$ cat src/rtl/serial_frame_pkg.sv
// serial_frame_pkg
// Shared types and constants for the serial frame receiver.
//   rx_state_t     : receiver FSM state (IDLE / RECV)
//   DIR_MSB_FIRST  : dir value selecting MSB-first reception (producer shifts left)
//   DIR_LSB_FIRST  : dir value selecting LSB-first reception (producer shifts right)
package serial_frame_pkg;

  typedef enum logic {
    IDLE = 1'b0,
    RECV = 1'b1
  } rx_state_t;

  localparam logic DIR_MSB_FIRST = 1'b0;
  localparam logic DIR_LSB_FIRST = 1'b1;

endpackage

$ cat src/rtl/sipo_shift_core.sv
// sipo_shift_core
// Direction-selectable serial-in shift register.
// Ports:
//   clk      : rising-edge clock
//   reset    : asynchronous active-high reset, clears the register
//   shift_en : shift one bit in this cycle
//   dir      : DIR_MSB_FIRST shifts left (new bit enters at bit 0),
//              DIR_LSB_FIRST shifts right (new bit enters at the MSB)
//   ser_in   : serial data bit
//   sh       : current shift register contents
module sipo_shift_core
  import serial_frame_pkg::*;
#(
  parameter int WIDTH = 8
) (
  input  logic             clk,
  input  logic             reset,
  input  logic             shift_en,
  input  logic             dir,
  input  logic             ser_in,
  output logic [WIDTH-1:0] sh
);

  always_ff @(posedge clk or posedge reset) begin
    if (reset) begin
      sh <= '0;
    end else if (shift_en) begin
      if (dir == DIR_LSB_FIRST) begin
        sh <= {ser_in, sh[WIDTH-1:1]};
      end else begin
        sh <= {sh[WIDTH-2:0], ser_in};
      end
    end
  end

endmodule

$ cat src/rtl/serial_frame_rx.sv
// serial_frame_rx
// Serial-in/parallel-out frame receiver with a one-entry valid/ready output
// buffer and sticky overrun detection.
// Ports:
//   clk         : rising-edge clock
//   reset       : asynchronous active-high reset
//   ser_in      : serial data bit
//   ser_valid   : ser_in is meaningful this cycle
//   frame_start : current valid bit is bit 0 of a new frame
//   dir         : 0 = MSB-first, 1 = LSB-first (latched on an accepted frame_start)
//   q           : received word
//   q_valid     : q holds an unconsumed word
//   q_ready     : consumer takes q when q_valid & q_ready
//   busy        : a frame is in progress
//   overrun     : sticky, a completed frame was dropped
//   clr_overrun : synchronous clear of overrun (a coincident new overrun wins)
module serial_frame_rx
  import serial_frame_pkg::*;
#(
  parameter int WIDTH = 8
) (
  input  logic             clk,
  input  logic             reset,
  input  logic             ser_in,
  input  logic             ser_valid,
  input  logic             frame_start,
  input  logic             dir,
  output logic [WIDTH-1:0] q,
  output logic             q_valid,
  input  logic             q_ready,
  output logic             busy,
  output logic             overrun,
  input  logic             clr_overrun
);

  localparam int CW = $clog2(WIDTH + 1);

  rx_state_t        state, state_nxt;
  logic [CW-1:0]    cnt;
  logic             dir_lat;
  logic             start;
  logic             shift_en;
  logic             dir_eff;
  logic             done;
  logic             handshake;
  logic [WIDTH-1:0] sh;
  logic [WIDTH-1:0] word;

  // A start bit is shifted with the freshly presented dir, not the stale latch.
  assign start     = ser_valid & frame_start;
  assign shift_en  = start | (ser_valid & (state == RECV));
  assign dir_eff   = start ? dir : dir_lat;
  assign done      = ser_valid & ~frame_start & (state == RECV) & (cnt == CW'(WIDTH - 1));
  assign handshake = q_valid & q_ready;
  assign busy      = (state == RECV);

  // The completing bit is not yet in sh, so the word is formed from sh plus
  // that bit; this lets q load on the same edge as the final bit.
  assign word = (dir_lat == DIR_LSB_FIRST) ? {ser_in, sh[WIDTH-1:1]}
                                           : {sh[WIDTH-2:0], ser_in};

  sipo_shift_core #(
    .WIDTH(WIDTH)
  ) u_shift (
    .clk      (clk),
    .reset    (reset),
    .shift_en (shift_en),
    .dir      (dir_eff),
    .ser_in   (ser_in),
    .sh       (sh)
  );

  always_ff @(posedge clk or posedge reset) begin
    if (reset) begin
      state <= IDLE;
    end else begin
      state <= state_nxt;
    end
  end

  always_comb begin
    state_nxt = state;
    if (start) begin
      state_nxt = RECV;
    end else if (done) begin
      state_nxt = IDLE;
    end
  end

  always_ff @(posedge clk or posedge reset) begin
    if (reset) begin
      cnt     <= '0;
      dir_lat <= DIR_MSB_FIRST;
    end else if (start) begin
      cnt     <= CW'(1);
      dir_lat <= dir;
    end else if (done) begin
      cnt <= '0;
    end else if (shift_en) begin
      cnt <= cnt + CW'(1);
    end
  end

  // Output buffer: a completion either loads (buffer free or being drained
  // this cycle) or is dropped and flagged.
  always_ff @(posedge clk or posedge reset) begin
    if (reset) begin
      q       <= '0;
      q_valid <= 1'b0;
      overrun <= 1'b0;
    end else begin
      if (done && (!q_valid || q_ready)) begin
        q       <= word;
        q_valid <= 1'b1;
      end else if (handshake) begin
        q_valid <= 1'b0;
      end

      if (done && q_valid && !q_ready) begin
        overrun <= 1'b1;
      end else if (clr_overrun) begin
        overrun <= 1'b0;
      end
    end
  end

endmodule

$ cat config.mk
export PLATFORM = sky130hd
export DESIGN_NAME = serial_frame_rx
export DESIGN_NICKNAME = d
export VERILOG_FILES = /design/src/rtl/serial_frame_pkg.sv /design/src/rtl/sipo_shift_core.sv /design/src/rtl/serial_frame_rx.sv
export SDC_FILE = /design/constraint.sdc
export NUM_CORES = 1
export LEC_CHECK = 0
export ABC_AREA = 1
export ABC_CLOCK_PERIOD_IN_PS = 3600
export BUFFER_PORTS_ARGS = -buffer_cell sky130_fd_sc_hd__buf_2
export CAP_MARGIN = 15
export CORE_ASPECT_RATIO = 1.4
export CORE_MARGIN = 2
export CORE_UTILIZATION = 45
export DETAILED_ROUTE_END_ITERATION = 6
export GPL_TIMING_DRIVEN = 0
export PLACE_DENSITY_LB_ADDON = 0.12
export SYNTH_ARGS = -nofsm -noshare
export SYNTH_HDL_FRONTEND = slang
export SYNTH_SLANG_ARGS = --single-unit
$ cat constraint.sdc
create_clock -name clk -period 3.6 [get_ports clk]
set_input_delay 0.18 -clock clk [delete_from_list [all_inputs] [get_ports clk]]
set_output_delay 0.18 -clock clk [all_outputs]
set_load 0.005 [all_outputs]
==> results.cfg <==
[power_and_ir_drop]
leakagePower_nw = 0.795
p_per_area_nw_per_um2 = 448
total_power_mw = 0.617
ir_drop_mv = 0.244

[synthesis]
ys_seq_area_frac = 0.492
synthFlopType = dfrtp_1
synth-edff-count = 0
yosysWarnings = 0
synth.most_common_cell = nand2_1
synth_area_um2 = 1220
ys_types = 18
synth_top_cell_by_area = dfrtp_1
syn-num-nets = 171
synth_top_cells_by_count = nand2_1 (62), nand3_1 (28), dfrtp_1 (24), inv_1 (18), o21ai_0 (11)
syn_avg_cell_area_um2 = 7.54
async_reset_ff_frac = 1.00
synth_cells = 162
ys_ff_latch = 24
synth.top_cell.area_share = 0.492
yosys-top-cells-area = dfrtp_1 (49%), nand2_1 (19%), nand3_1 (11%), inv_1 (5.5%), o21ai_0 (4.5%)

[global_routing]
track_usage = 0.177
grt_pass1_wl_um = 4060
grt_overflow = 0
grt_max_degree = 25
antenna_found_initial = 0
grt_pass1_vias = 1034

[finish]
final_nets = 194
design_area_um2 = 1380
drive_gt1_frac = 0.186
areaGrowthSynthToFinish_pct = 12.9
antennaDiodeCount = 0
final_cells = 219

[sta]
fin_crit_ns = 1.36
slew_viol_final = 0
fin_crit_sh = 0.377
finClkSkew_ns = 0.00898
setup_viol = 0
relSlewSlack = 0.394
tns_ns = 0
hold_viol = 0
rsz0062_at_grt = false
fmax_ghz = 0.737
tightest_slew_ns = 0.909

[setup_path]
reg2regPathDepth = 6
crit_top_cell = nand2_1
r2r_start = cnt[0]$_DFFE_PP0P_
arrival_ns = 1.56
crit_end = q[3]$_DFFE_PP0P_
cp_max_fo = 8
crit_family = simple AND/OR/NAND/NOR gates
r2r_slack_ns = 2.24
endpoint_kind = register
timing.rr.end = q[3]$_DFFE_PP0P_
cpMaxStageDelayCell = dfrtp_1
critPathBufInv = 0
cp_slowest_stage_delay_ns = 0.39
crit_start = cnt[0]$_DFFE_PP0P_
startpoint_type = register
cp.required_ns = 3.80
path_cells = ha_1, nand2_1, nor2_1, nand3_1, nand2_1, nand2_1
critical_path_depth = 6
critPathKind = reg -> reg

[clocking]
numCtsBuffers = 3
cts_setup_buffers = 0
clockBufferDepth = 2
cts_sinks = 24
cts_max_level = 1
clockRootBuffer = clkbuf_4
clk_pin_slew_ns = 0.12
clk_latency_ns = 0.31
cts_hold_buf = 0
cts_tree = yes
cts-resized-gates = 0

[placed_design]
place_inst = 216
place_area_um2 = 1360
dp_hpwl_um = 1850
port_buffers = 18
gp_congestion = 0.836

[drt]
wl_um = 2490
dr.pass1.iters = 4
route.vias.total = 1106
drtIter0Drc = 25
ant_nets = 0
drc = 0
vias_per_cell = 5.05
wl_per_cell_um = 11.4

[die]
die_h_um = 65.6
ios = 19
start_util = 0.467
rows = 22
die_w_um = 48.0
fp.dieArea_um2 = 3150
core_um2 = 2620

[job]
cap_violations = 0

[min_path]
hp-class = in -> async

[status]
status = completed
==> through the flow <==
stage               hold WS, ns  setup WS, ns   util
CTS                      0.0279          2.22  0.527
global placement          0.370          2.25  0.519
floorplan                 0.195          2.43      -
global route             0.0355          2.09  0.527
finish                   0.0359          2.24  0.527
detailed placement        0.373          2.24  0.519
==> state kept, by name, summed over array words and instances (netlist names) <==
| name | count |
|---|---|
| q | 8 |
| u_shift.sh | 8 |
| cnt | 4 |
| busy | 1 |
| dir_lat | 1 |
| overrun | 1 |
| q_valid | 1 |
==> metal layers <==
metal | vias to the layer above | GRT usage | part of all wire
met3 | 2 | 0.0247 | 0.035
li1 | 552 | - | -
met2 | 29 | 0.322 | 0.51
met4 | 0 | 0.0507 | 0.0068
met5 | - | 0 | 0
met1 | 523 | 0.202 | 0.44
==> worst reg2reg max path, cell delays in order (launching register included) <==
cell	delay, ns
dfrtp_1	0.39
ha_1	0.21
nand2_1	0.07
nor2_1	0.15
nand3_1	0.25
nand2_1	0.13
nand2_1	0.06
==> cells in the final DEF, fill, tap and decap left out, drive strengths merged <==
cell type,count
clkinv,1
nand3,29
clkbuf,4
nor2,4
dfrtp,24
xnor2,1
ha,1
o22ai,1
o21ai,11
inv,19
nand2,67
buf,21
==> area by class of cell <==
| type | count | area, um2 |
|---|---|---|
| buffer | 4 | 25.0 |
| clock buffer | 3 | 22.5 |
| fill | 263 | 1240 |
| inverter | 20 | 76.3 |
| multi-input combinational | 114 | 519 |
| sequential | 24 | 601 |
| tap | 36 | 45.0 |
| timing repair buffer | 18 | 90.1 |
==> how the worst min path moves through the flow <==
| stage | startpoint | end |
|---|---|---|
| after floorplan | reset | busy$_DFFE_PP0P_ |
| after global placement | clr_overrun | overrun$_DFFE_PP0P_ |
| after detailed placement | clr_overrun | overrun$_DFFE_PP0P_ |
| after CTS | clr_overrun | overrun$_DFFE_PP0P_ |
| after global routing | clr_overrun | overrun$_DFFE_PP0P_ |
| final | reset | q[2]$_DFFE_PP0P_ |
==> power breakdown <==
| group | total [mW] | switching, mW | leakage, nW | internal (mW) |
|---|---|---|---|---|
| logic | 0.162 | 0.101 | 0.472 | 0.0616 |
| clock network | 0.112 | 0.0733 | 0.0138 | 0.0391 |
| registers | 0.343 | 0.0304 | 0.309 | 0.312 |
| total | 0.617 | 0.204 | 0.795 | 0.413 |
==> cell families (layout without fill, tap and decap cells) <==
group | after synthesis | in the layout | share of synthesized area
AND/OR/NAND/NOR | 100 | 100 | 0.358
flip-flops | 24 | 24 | 0.492
buffers and inverters | 24 | 45 | 0.0830
AO/OA/AOI/OAI | 12 | 12 | 0.0502
adder cells (fa/ha/maj) | 1 | 1 | 0.0102
XOR/XNOR | 1 | 1 | 0.00717
(Power assumes the default switching activity.)
